<file path="src/rtl/odd_even_pkg.sv">
// Shared types and helpers for the odd/even sequence controller.
// seed_value() doubles as the reference seed model for benches.
package odd_even_pkg;

  typedef enum logic [1:0] {
    ST_IDLE,
    ST_RUN,
    ST_DONE
  } state_e;

  localparam int SEQ_STEP = 2;
  localparam int SEED_W   = 32;

  // Even runs start at 0, odd runs at 1; callers truncate to their width.
  function automatic logic [SEED_W-1:0] seed_value(input logic is_even);
    return {{(SEED_W-1){1'b0}}, ~is_even};
  endfunction

endpackage

</file>
<file path="src/rtl/odd_even_step.sv">
// Registered value / remaining-count datapath: loads a seed and count,
// then steps the value by SEQ_STEP and flags the final beat.
module odd_even_step
  import odd_even_pkg::*;
#(
  parameter int WIDTH = 8,
  parameter int CNT_W = 8
) (
  input  logic             clk,
  input  logic             rst_n,
  input  logic             load,
  input  logic             advance,
  input  logic             clear,
  input  logic [WIDTH-1:0] seed,
  input  logic [CNT_W-1:0] count,
  output logic [WIDTH-1:0] value,
  output logic             last
);

  logic [CNT_W-1:0] remaining;

  // NOTE: every register here uses <= so all three update from the same
  // pre-edge values; blocking would let 'last' see the new 'remaining'.
  always_ff @(posedge clk or negedge rst_n) begin
    if (!rst_n) begin
      value     <= '0;
      remaining <= '0;
      last      <= 1'b0;
    end else if (clear) begin
      last <= 1'b0;
    end else if (load) begin
      value     <= seed;
      remaining <= count;
      last      <= (count == CNT_W'(1));
    end else if (advance) begin
      // Modulo-2^WIDTH add keeps parity across wrap-around.
      value     <= value + WIDTH'(SEQ_STEP);
      remaining <= remaining - CNT_W'(1);
      last      <= (remaining == CNT_W'(2));
    end
  end

endmodule

</file>
<file path="src/rtl/odd_even_seq_ctrl.sv">
// Sequencing controller: streams a programmed number of even or odd values
// over a valid/ready interface, then pulses done.
module odd_even_seq_ctrl
  import odd_even_pkg::*;
#(
  parameter int WIDTH = 8,
  parameter int CNT_W = 8
) (
  input  logic             clk,
  input  logic             rst_n,
  input  logic             start,
  input  logic             is_even,
  input  logic [CNT_W-1:0] count,
  input  logic             abort,
  output logic             out_valid,
  input  logic             out_ready,
  output logic [WIDTH-1:0] out_data,
  output logic             out_last,
  output logic             busy,
  output logic             done
);

  state_e state, state_next;
  logic   load, advance, clear;
  logic   fire;

  always_ff @(posedge clk or negedge rst_n) begin
    if (!rst_n) state <= ST_IDLE;
    else        state <= state_next;
  end

  // Outputs decode the state register only, so out_ready never reaches them
  // combinationally.
  assign busy      = (state == ST_RUN);
  assign done      = (state == ST_DONE);
  assign out_valid = busy;
  assign fire      = out_valid && out_ready;

  // NOTE: defaults first so every path assigns every signal; otherwise
  // synthesis infers latches for the uncovered cases.
  always_comb begin
    state_next = state;
    load       = 1'b0;
    advance    = 1'b0;
    clear      = 1'b0;
    unique case (state)
      ST_IDLE: begin
        if (start) begin
          if (count != '0) begin
            state_next = ST_RUN;
            load       = 1'b1;
          end else begin
            state_next = ST_DONE;
          end
        end
      end
      ST_RUN: begin
        // Abort wins over a simultaneous final transfer: no done is raised.
        if (abort) begin
          state_next = ST_IDLE;
          clear      = 1'b1;
        end else if (fire && out_last) begin
          state_next = ST_DONE;
          clear      = 1'b1;
        end else if (fire) begin
          advance = 1'b1;
        end
      end
      ST_DONE: state_next = ST_IDLE;
      default: state_next = ST_IDLE;
    endcase
  end

  odd_even_step #(
    .WIDTH(WIDTH),
    .CNT_W(CNT_W)
  ) u_step (
    .clk    (clk),
    .rst_n  (rst_n),
    .load   (load),
    .advance(advance),
    .clear  (clear),
    .seed   (WIDTH'(seed_value(is_even))),
    .count  (count),
    .value  (out_data),
    .last   (out_last)
  );

endmodule

</file>
<file path="config.mk">
export PLATFORM = sky130hd
export DESIGN_NAME = odd_even_seq_ctrl
export DESIGN_NICKNAME = d
export VERILOG_FILES = /design/src/rtl/odd_even_pkg.sv /design/src/rtl/odd_even_step.sv /design/src/rtl/odd_even_seq_ctrl.sv
export SDC_FILE = /design/constraint.sdc
export NUM_CORES = 1
export LEC_CHECK = 0
export CAP_MARGIN = 40
export CELL_PAD_IN_SITES_DETAIL_PLACEMENT = 0
export CELL_PAD_IN_SITES_GLOBAL_PLACEMENT = 2
export CORE_MARGIN = 10
export CORE_UTILIZATION = 25
export CTS_CLUSTER_DIAMETER = 120
export DETAILED_ROUTE_END_ITERATION = 7
export PLACE_DENSITY = 0.68
export SYNTH_ARGS = -nofsm -noshare
export SYNTH_HDL_FRONTEND = slang
export SYNTH_SLANG_ARGS = --single-unit
</file>
<file path="constraint.sdc">
create_clock -name clk -period 1.4 [get_ports clk]
set_input_delay 0.28 -clock clk [delete_from_list [all_inputs] [get_ports clk]]
set_output_delay 0.28 -clock clk [all_outputs]
set_load 0.02 [all_outputs]
</file>
### After elaboration in Yosys (flattened, before gate mapping)

Index checks and enable logic that the tools add are counted.

| cells by class | value |
|---|---|
| $add $sub $neg | 2 |
| multipliers | 0 |
| divide/modulo/power cells | 0 |
| magnitude comparators | 0 |
| equality and inequality tests | 6 |
| shift operators | 0 |
| muxes and demuxes | 22 |
| bitwise logic cells | 2 |
| reductions and logical operators | 8 |

Operator list:

| cell | count |
|---|---|
| 2-to-1 mux 8 bit | 4 |
| 2-to-1 mux 1 bit | 13 |
| adder 8 x 2 -> 8 bit (second input constant) | 1 |
| equality test 8 x 1 -> 1 bit (second input constant) | 1 |
| equality test 8 x 2 -> 1 bit (second input constant) | 1 |
| 2-to-1 mux 2 bit | 4 |
| nonzero test 8 bit | 1 |
| subtractor 8 x 1 -> 8 bit (second input constant) | 1 |
| one-hot mux 2 bit (2 select lines) | 1 |
| AND reduction 2 bit | 2 |
| inequality test 3 x 2 -> 1 bit (second input constant) | 1 |
| nonzero test 3 bit | 1 |
| equality test 2 x 1 -> 1 bit (second input constant) | 1 |
| equality test 2 bit (second input constant) | 1 |
| logical AND 1 bit | 2 |
| zero test 2 bit | 1 |
| inequality test 2 bit (second input constant) | 1 |
| inverter 1 bit | 2 |
| nonzero test 2 bit | 1 |

| word-level totals | value |
|---|---|
| register bits after elaboration | 19 |
| bits in latches | 0 |
| memory bits (writable) | 0 |
| ROM bits | 0 |
| input port bits | 14 |
| output and inout bits | 12 |
| word-level logic and storage cells | 44 |
| memories | 0 |

### Longest topological paths before layout

Gate-level depths: netlist (run 1).

| depth | value |
|---|---|
| word-level depth | 9 |
| mapped depth | 6 |
| mapped depth without buffers | 6 |

### Modules after synthesis

Synthesis (run 1) repeated with hierarchy kept, for this count alone.

| unflattened totals | value |
|---|---|
| cells, all modules | 144 |
| area, all modules | 1277.5 um2 |

Modules (own cells, without submodules):

| module | times used | cells an instance | area each (um2) | seq. area each (um2) |
|---|---|---|---|---|
| odd_even_step | 1 | 122 | 1099.8 | 425.4 |
| odd_even_seq_ctrl | 1 | 22 | 177.7 | 50.0 |

### Least setup slack after synthesis (run 1)

No wires, ideal clock.

| timing | value |
|---|---|
| kind | register to register |
| start | reg state[1] |
| end | reg u_step.value[6] |
| setup time | 0.121 ns |
| arrival | 1.379 ns |
| required time | 1.279 ns |
| path slack | -0.101 ns |
| cell stages (with the launch flop) | 6 |
| buffers on the path | 1 |
| clock period less this slack | 1.501 ns |
| cell sequence | dfrtp_1 -> or3b_1 -> buf_6 -> nor4_4 -> xnor2_1 -> nor2_1 |

| between the ends | value |
|---|---|
| cells in the longest elaborated chain, start to end | 8 |
| elaborated cells between the ends (all ways) | 16 |
| those cells by class | 1 x eq/ne; 9 x mux; 1 x bitwise; 5 x reduce/logical |

RTL lines:

| what | RTL line | RTL |
|---|---|---|
| from (decl) | odd_even_seq_ctrl.sv:23 | `state_e state, state_next;` |
| from (signal assigned) | odd_even_seq_ctrl.sv:29 | `else state <= state_next;` |
| equality test 2 x 1 -> 1 bit | odd_even_seq_ctrl.sv:34, odd_even_seq_ctrl.sv:46 |  |
| logical AND 1 bit | odd_even_seq_ctrl.sv:37 | `assign fire = out_valid && out_ready;` |
| 2-to-1 mux 1 bit or logical AND 1 bit (tied branches) | odd_even_seq_ctrl.sv:65, odd_even_seq_ctrl.sv:62 |  |
| 2-to-1 mux 1 bit | odd_even_seq_ctrl.sv:62 | `end else if (fire && out_last) begin` |
| 2-to-1 mux 1 bit | odd_even_seq_ctrl.sv:59 | `if (abort) begin` |
| 2-to-1 mux 1 bit | odd_even_seq_ctrl.sv:46 | `unique case (state)` |
| nonzero test 2 bit (no line) or inverter 1 bit (tied branches) | n/a |  |
| AND reduction 2 bit (no line) | n/a |  |
| to (signal assigned) | odd_even_step.sv:37 | `value <= value + WIDTH'(SEQ_STEP);` |
| to (decl) | odd_even_step.sv:16 | `output logic [WIDTH-1:0] value,` |

Parallel ways exist; a longest one is shown, timed or not.
A chain may end at the register's enable or synchronous reset.

### Final worst setup path (run 1)

| timing | value |
|---|---|
| start | reg state[0] |
| end | reg u_step.remaining[6] |

| between the ends | value |
|---|---|
| cells in the longest elaborated chain, start to end | 8 |
| elaborated cells between the ends (all ways) | 16 |
| those cells by class | 1 x eq/ne; 9 x mux; 1 x bitwise; 5 x reduce/logical |

RTL lines:

| what | RTL line | RTL |
|---|---|---|
| equality test 2 x 1 -> 1 bit | odd_even_seq_ctrl.sv:34, odd_even_seq_ctrl.sv:46 |  |
| logical AND 1 bit | odd_even_seq_ctrl.sv:37 |  |
| 2-to-1 mux 1 bit or logical AND 1 bit (tied branches) | odd_even_seq_ctrl.sv:65, odd_even_seq_ctrl.sv:62 |  |
| 2-to-1 mux 1 bit | odd_even_seq_ctrl.sv:62 |  |
| 2-to-1 mux 1 bit | odd_even_seq_ctrl.sv:59 |  |
| 2-to-1 mux 1 bit | odd_even_seq_ctrl.sv:46 |  |
| nonzero test 2 bit (no line) or inverter 1 bit (tied branches) | n/a |  |
| AND reduction 2 bit (no line) | n/a |  |
| to (signal assigned) | odd_even_step.sv:33 | `remaining <= count;` |
| to (signal assigned) | odd_even_step.sv:38 | `remaining <= remaining - CNT_W'(1);` |
| to (decl) | odd_even_step.sv:20 | `logic [CNT_W-1:0] remaining;` |

Parallel ways exist; a longest one is shown, timed or not.

==> qor.json, run 1 <==
{
  "global_route_wire_length_before_repair": {"value": 5.62, "unit": "mm"},
  "post_cts_hold_buffer_count": {"value": 0},
  "root_buffer": {"value": "sky130_fd_sc_hd__clkbuf_8"},
  "placed_cells_incl_taps": {"value": 220},
  "htree_levels": {"value": 1},
  "die_width": {"value": 86.3, "unit": "um"},
  "postSynth.topFlopCell": {"value": "sky130_fd_sc_hd__dfrtp_1"},
  "yosysMostFrequentCell": {"value": "sky130_fd_sc_hd__dfrtp_1"},
  "whs": {"value": 354, "unit": "ps"},
  "clock_insertion_delay_worst_skew": {"value": 260, "unit": "ps"},
  "cp-start-kind": {"value": "flip-flop"},
  "nets": {"value": 201},
  "tightestPinTransition": {"value": 386, "unit": "ps"},
  "yosys_warnings": {"value": 0},
  "rr_worst_depth": {"value": 5},
  "postSynthCellCount": {"value": 116},
  "core-area": {"value": 4290, "unit": "um^2"},
  "synth-edff-count": {"value": 0},
  "total_leakage_power": {"value": 0.864, "unit": "nW"},
  "crit_path_end_kind": {"value": "flip-flop"},
  "violations": {"value": "setup timing"},
  "syn_avg_cell_area": {"value": 9.46, "unit": "um^2"},
  "final_min_period_over_clock_period": {"value": 1.09},
  "place_congestion": {"value": 0.737},
  "design.die.area": {"value": 7440, "unit": "um^2"},
  "pre_cts_ws": {"value": -473, "unit": "ps"},
  "via_count": {"value": 1056},
  "finalCriticalPeriod": {"value": 1520, "unit": "ps"},
  "power.density_cell_area": {"value": 1190, "unit": "nW/um^2"},
  "wl_per_cell": {"value": 14.5, "unit": "um"},
  "cap_viol_max_count": {"value": 0},
  "start_util": {"value": 0.256},
  "multi_input_comb_area": {"value": 696, "unit": "um^2"},
  "synthTopCellsByArea": {"value": "sky130_fd_sc_hd__dfrtp_1 (43%), sky130_fd_sc_hd__xnor2_1 (6.4%), sky130_fd_sc_hd__nand2_1 (4.8%)"},
  "ir_worst_vdd": {"value": 0.000417, "unit": "V"},
  "cp_data_required_time": {"value": 1550, "unit": "ps"},
  "synth.cell_area": {"value": 1100, "unit": "um^2"},
  "ant_nets": {"value": 0},
  "cts.path.max_buffers": {"value": 2},
  "numClockSinks": {"value": 19},
  "worst-path-max-fanout": {"value": 6},
  "placement_rows": {"value": 24},
  "drive_above_1_share": {"value": 0.388},
  "cts_buffers": {"value": 3},
  "routed_wl": {"value": 3.40, "unit": "mm"},
  "global_route.usage.total": {"value": 0.0927},
  "worstPathArrival": {"value": 1670, "unit": "ps"},
  "fillers": {"value": 420},
  "min_path_type": {"value": "input pin to async pin"},
  "outcome": {"value": "complete, but fails checks"},
  "yosys_register_bits": {"value": 19},
  "grt_overflow_total": {"value": 0},
  "avgViaCountPerCell": {"value": 4.49},
  "report.final.slew_viol_count": {"value": 0},
  "remaining_drc_errors": {"value": 0},
  "drt_iter0_drc": {"value": 34},
  "final_core_utilization": {"value": 0.434},
  "yosys-top-cells-count": {"value": "sky130_fd_sc_hd__dfrtp_1 (19), sky130_fd_sc_hd__nand2_1 (14), sky130_fd_sc_hd__nor2_1 (8), sky130_fd_sc_hd__o21ai_1 (8), sky130_fd_sc_hd__xnor2_1 (8)"},
  "clkTransAtPathRegs": {"value": 80, "unit": "ps"},
  "yosys.area.top_type_share": {"value": 0.433},
  "hpwl_after_detailed_placement": {"value": 2.37, "unit": "mm"},
  "fin_setup_tns": {"value": -1370, "unit": "ps"},
  "rsz0062_at_grt": {"value": "true"},
  "clock_skew": {"value": 3.72, "unit": "ps"},
  "r2r-start": {"value": "state[0]"},
  "synth_sequential_area_ratio": {"value": 0.433},
  "async_flop_share": {"value": 1.00},
  "area_growth_syn_to_layout": {"value": 69.7, "unit": "%"},
  "drt_first_pass_iters": {"value": 4},
  "seqCellArea": {"value": 478, "unit": "um^2"},
  "worst-setup-path-type": {"value": "flip-flop to flip-flop"},
  "antenna_violations_before_repair": {"value": 0},
  "timing.final.ws_setup": {"value": -121, "unit": "ps"},
  "timing.rr.end": {"value": "u_step.remaining[6]"},
  "netlist.top_cell.by_area": {"value": "sky130_fd_sc_hd__dfrtp_1"},
  "max-slew-margin-rel": {"value": 0.741},
  "synth_cell_types": {"value": 31},
  "port_buffers": {"value": 25},
  "die-height": {"value": 86.3, "unit": "um"},
  "grt_start_max_net_pins": {"value": 20},
  "r2r_setup_slack": {"value": -120, "unit": "ps"},
  "cts_tree": {"value": "yes"},
  "antenna_diodes": {"value": 0},
  "setup_viol": {"value": 14},
  "max_clock_freq": {"value": 657, "unit": "MHz"},
  "stdcell_count": {"value": 235},
  "number_of_global_route_vias_before_repair": {"value": 1165},
  "final-hold-violation-count": {"value": 0},
  "pin_count": {"value": 26},
  "mapped_nets": {"value": 133}
}
==> worst max-delay path, cell delays in order (launching register included) <==
cell and delay [ps]:
sky130_fd_sc_hd__dfrtp_2 440, sky130_fd_sc_hd__or3b_4 420, sky130_fd_sc_hd__a31oi_4 200, sky130_fd_sc_hd__buf_4 150
sky130_fd_sc_hd__buf_4 130, sky130_fd_sc_hd__o21ai_1 70
==> where the power goes <==
group | switching, mW | total, mW | internal (mW)
logic | 0.527 | 1.05 | 0.523
clock network | 0.188 | 0.391 | 0.202
registers | 0.101 | 0.775 | 0.674
==> through the flow <==
step                power [mW]  instance area, um^2
floorplan                 1.25                 1120
global placement          1.68                 1640
detailed placement        1.70                 1640
CTS                       2.15                 1780
global route              2.36                 1860
finish                    2.22                 1860
==> final cells by class <==
class / count / share of cell area
Sequential cell: 19 / 0.257
Tap cell: 52 / 0.0349
Clock buffer: 4 / 0.0242
Timing Repair Buffer: 67 / 0.300
Inverter: 5 / 0.0101
Multi-Input combinational cell: 88 / 0.374
==> registers in the layout (all words and copies together), names as in the netlist <==
signal	flops
u_step.remaining	8
u_step.last	1
state	2
u_step.value	8
==> worst max-delay path by stage <==
stage,cells after the start,to,slack [ps],startpoint
2_1_floorplan,4,u_step.value[0],-9,state[0]
3_3_place_gp,6,u_step.value[1],-420,start
3_5_place_dp,6,u_step.value[1],-470,start
4_1_cts,5,u_step.remaining[4],-90,state[1]
5_1_grt,6,u_step.remaining[7],-190,state[0]
6_report,5,u_step.remaining[6],-120,state[0]
==> kinds of logic (layout without fill, tap and decap cells) <==
group | count (synthesis) | in the layout | synth area share
buffers and inverters | 9 | 76 | 0.0433
and+or+nand+nor | 54 | 54 | 0.291
xor gates and xnor gates | 12 | 12 | 0.0958
DFF | 19 | 19 | 0.433
adders and majority gates | 3 | 3 | 0.0342
AOI/OAI and AO/OA | 18 | 18 | 0.0935
muxes | 1 | 1 | 0.00912
==> per-layer routing <==
metal	share of wire	wire length [um]	vias up	GRT usage
met5	0	0	-	0
met4	0.012	41	0	0.0398
met3	0.050	171	2	0.0225
met2	0.49	1660	18	0.152
met1	0.45	1530	499	0.113
li1	-	-	537	-
==> layout by cell type, fill, tap and decap left out, types with 6 or more instances in the layout <==
cell	Yosys	final
sky130_fd_sc_hd__buf_4	1	36
sky130_fd_sc_hd__buf_6	1	6
sky130_fd_sc_hd__clkdlybuf4s50_1	0	7
sky130_fd_sc_hd__dfrtp_1	19	17
sky130_fd_sc_hd__dlygate4sd2_1	0	13
sky130_fd_sc_hd__nand2_1	14	13
sky130_fd_sc_hd__nand3_1	7	6
sky130_fd_sc_hd__nor2_1	8	7
sky130_fd_sc_hd__o21ai_1	8	9
sky130_fd_sc_hd__xnor2_1	8	7
==> repair_timing <==
item | CTS | global route
resized for setup | 44 | 15
hold endpoints to repair | 0 | 0
setup buffers | 4 | 6
gates cloned | 0 | 1
endpoints found under the setup margin | 29 | 23
pin swaps | 7 | 6
Power figures use the tool's default switching activity.
==> run 2, diff against run 1 <==
--- a/config.mk
+++ b/config.mk
@@ -12,7 +12,7 @@
 export CORE_UTILIZATION = 25
 export CTS_CLUSTER_DIAMETER = 120
 export DETAILED_ROUTE_END_ITERATION = 7
-export PLACE_DENSITY = 0.68
+export PLACE_DENSITY = 0.65
 export SYNTH_ARGS = -nofsm -noshare
 export SYNTH_HDL_FRONTEND = slang
 export SYNTH_SLANG_ARGS = --single-unit
==> constraint.sdc (replaced) <==
create_clock -name clk -period 1.84 [get_ports clk]
set_input_delay 0.368 -clock clk [delete_from_list [all_inputs] [get_ports clk]]
set_output_delay 0.368 -clock clk [all_outputs]
set_load 0.02 [all_outputs]
==> run 2 against run 1 <==
The run now ends clean. First-iteration DRC count increased by 59%. Sequential share of layout area is 5.2 points higher. Count of clock-buffer cells in the layout fell by 1. Design area down 17%. Largest cell class unchanged. Final cell count down 12%. Combinational power fell by 49%. Flip-flop and latch count is the same. Clock power decreased by 20%. Die area unchanged. Register-to-register slack better by 380 ps. Critical path type is now flip-flop to output pin. Highest routed layer unchanged.
==> qor.json, run 2 (same netlist as run 1, synthesis figures left out) <==
{
  "final-hold-violation-count": {"value": 0},
  "cts_tree": {"value": "yes"},
  "whs": {"value": 444, "unit": "ps"},
  "total_power": {"value": 1.46, "unit": "mW"},
  "port_buffers": {"value": 25},
  "via_count": {"value": 948},
  "r2r_setup_slack": {"value": 260, "unit": "ps"},
  "placed_cells_incl_taps": {"value": 203},
  "cap_viol_max_count": {"value": 0},
  "grt_util_met3": {"value": 0.0281},
  "cts_buffers": {"value": 3},
  "nets": {"value": 173},
  "cts-resized-gates": {"value": 2},
  "grt_use_met2": {"value": 0.146},
  "power.density_cell_area": {"value": 950, "unit": "nW/um^2"},
  "root_buffer": {"value": "sky130_fd_sc_hd__clkbuf_8"},
  "min_path_type": {"value": "input pin to async pin"},
  "area_growth_syn_to_layout": {"value": 40.1, "unit": "%"},
  "htree_levels": {"value": 1},
  "timing.final.ws_setup": {"value": 109, "unit": "ps"},
  "clkTransAtPathRegs": {"value": 90, "unit": "ps"},
  "clock_skew": {"value": 6.82, "unit": "ps"},
  "layout_commonest_cell": {"value": "sky130_fd_sc_hd__clkdlybuf4s50_1"},
  "remaining_drc_errors": {"value": 0},
  "power.internal": {"value": 0.921, "unit": "mW"},
  "most_used_layer_global_route": {"value": "met2"},
  "antenna_violations_before_repair": {"value": 0},
  "outcome": {"value": "finished clean"},
  "tightestPinTransition": {"value": 367, "unit": "ps"},
  "grt_start_max_net_pins": {"value": 20},
  "cp-startpoint": {"value": "u_step.last"},
  "max_clock_freq": {"value": 578, "unit": "MHz"},
  "cp_data_required_time": {"value": 1470, "unit": "ps"},
  "die_width": {"value": 86.3, "unit": "um"},
  "final_cell_mix": {"value": "sky130_fd_sc_hd__clkdlybuf4s50_1 (22), sky130_fd_sc_hd__dfrtp_1 (19), sky130_fd_sc_hd__nand2_1 (14), sky130_fd_sc_hd__buf_4 (14)"},
  "worst-setup-path-type": {"value": "flip-flop to output pin"},
  "core-area": {"value": 4290, "unit": "um^2"},
  "grt_overflow_total": {"value": 0},
  "share_seq_of_total_power": {"value": 0.422},
  "placement_rows": {"value": 24},
  "cp_bufs_invs": {"value": 1},
  "timing.rr.end": {"value": "u_step.value[0]"},
  "p_sw": {"value": 0.539, "unit": "mW"},
  "cpMaxStageDelayCell": {"value": "sky130_fd_sc_hd__clkdlybuf4s50_1"},
  "pre_cts_ws": {"value": -208, "unit": "ps"},
  "final_min_period_over_clock_period": {"value": 0.941},
  "pin_count": {"value": 26},
  "drt_first_pass_iters": {"value": 4},
  "ir_worst_vdd": {"value": 0.000458, "unit": "V"},
  "power.share.clock": {"value": 0.213},
  "routed_wl": {"value": 2.92, "unit": "mm"},
  "cp-start-kind": {"value": "flip-flop"},
  "crit_path_end_kind": {"value": "output pin"},
  "crit_path_cells": {"value": "clkdlybuf4s50_1"},
  "avgViaCountPerCell": {"value": 4.58},
  "antenna_diodes": {"value": 0},
  "use_met1": {"value": 0.0972},
  "start_util": {"value": 0.256},
  "number_of_global_route_vias_before_repair": {"value": 1029},
  "numClockSinks": {"value": 19},
  "final_core_utilization": {"value": 0.358},
  "drive_above_1_share": {"value": 0.148},
  "drt_iter0_drc": {"value": 54},
  "clock_insertion_delay_worst_skew": {"value": 260, "unit": "ps"},
  "stdcell_count": {"value": 207},
  "global_route_wire_length_before_repair": {"value": 5.01, "unit": "mm"},
  "top_regs": {"value": "u_step.remaining: 8 flops, u_step.value: 8 flops, state: 2 flops"},
  "rr_worst_depth": {"value": 4},
  "sw_frac_of_total": {"value": 0.369},
  "place_congestion": {"value": 0.755},
  "die-height": {"value": 86.3, "unit": "um"},
  "hpwl_after_detailed_placement": {"value": 2.27, "unit": "mm"},
  "final_design_area_no_fill": {"value": 1540, "unit": "um^2"},
  "cts.path.max_buffers": {"value": 2},
  "dpl_cell_area": {"value": 1490, "unit": "um^2"},
  "combPwrFrac": {"value": 0.365},
  "worst-path-max-fanout": {"value": 7},
  "max-slew-margin-rel": {"value": 0.753},
  "report.final.slew_viol_count": {"value": 0},
  "worstPathArrival": {"value": 1360, "unit": "ps"},
  "cp_slowest_stage_delay": {"value": 650, "unit": "ps"},
  "ant_nets": {"value": 0},
  "rsz0062_at_grt": {"value": "false"},
  "wl_per_cell": {"value": 14.1, "unit": "um"},
  "setup_viol": {"value": 0},
  "post_cts_hold_buffer_count": {"value": 0},
  "critPathTopFamily": {"value": "buffers and inverters"},
  "finalCriticalPeriod": {"value": 1730, "unit": "ps"},
  "design.die.area": {"value": 7440, "unit": "um^2"},
  "total_setup_buffers_inserted_after_cts": {"value": 0},
  "total_leakage_power": {"value": 0.654, "unit": "nW"},
  "global_route.usage.total": {"value": 0.0827},
  "r2r-start": {"value": "state[0]"},
  "fin_setup_tns": {"value": 0, "unit": "ps"}
}
run 2: cell types whose count changed in the layout (fill, tap and decap cells not counted), moves of 2 or more:
cell and change:
sky130_fd_sc_hd__clkdlybuf4s50_1 +15, sky130_fd_sc_hd__buf_2 -2, sky130_fd_sc_hd__buf_6 -6, sky130_fd_sc_hd__dfrtp_1 +2, sky130_fd_sc_hd__buf_4 -22, sky130_fd_sc_hd__o21ai_0 +2, sky130_fd_sc_hd__dlygate4sd2_1 -11, sky130_fd_sc_hd__nor2b_1 +2
sky130_fd_sc_hd__nor2b_2 -2, sky130_fd_sc_hd__nor3_2 -3, sky130_fd_sc_hd__nor3_4 -2, sky130_fd_sc_hd__nor3_1 +5, sky130_fd_sc_hd__dfrtp_2 -2
run 2: layer usage:
layer	vias to the layer above	share of wire	wire length (um)
li1	479	-	-
met1	451	0.45	1320
met2	16	0.50	1460
met3	2	0.045	131
met4	0	0.0038	11
met5	-	0	0
run 2: worst max path at each step:
stage                                  to  cells past startpoint
after floorplan           u_step.value[6]                      5
after CTS                            done                      2
after detailed placement  u_step.value[7]                      5
final                            out_last                      1
after global routing      u_step.value[0]                      5
after global placement    u_step.value[6]                      5
run 2: power groups by stage:
stage	combinational, mW	clock, mW	sequential, mW
6_report	0.533	0.311	0.616
2_1_floorplan	0.307	0	0.627
5_1_grt	0.604	0.344	0.635
3_3_place_gp	0.543	0	0.623
3_5_place_dp	0.548	0	0.624
4_1_cts	0.543	0.321	0.618
run 2: layout make-up:
type                    count  area (um^2)
fillers                   445         2760
multi-input cells          88          577
clock inverters             1         5.00
flip-flops and latches     19          475
inverters                   5         18.8
repair buffers             39          355
clock buffers               3         41.3
well taps                  52         65.1
run 2: worst register-to-register path: stages, from the launching register on:
cell and delay [ps]:
sky130_fd_sc_hd__dfrtp_1 420, sky130_fd_sc_hd__or3b_1 420, sky130_fd_sc_hd__a31oi_1 230, sky130_fd_sc_hd__buf_4 240
sky130_fd_sc_hd__mux2i_1 190
==> run 3, diff against run 2 <==
--- a/config.mk
+++ b/config.mk
@@ -11,6 +11,7 @@
 export CORE_MARGIN = 10
 export CORE_UTILIZATION = 25
 export CTS_CLUSTER_DIAMETER = 120
+export CTS_CLUSTER_SIZE = 20
 export DETAILED_ROUTE_END_ITERATION = 7
 export PLACE_DENSITY = 0.65
 export SYNTH_ARGS = -nofsm -noshare
==> results of run 3 <==
The final DEF is identical to that of run 2; final timing and power are the same.
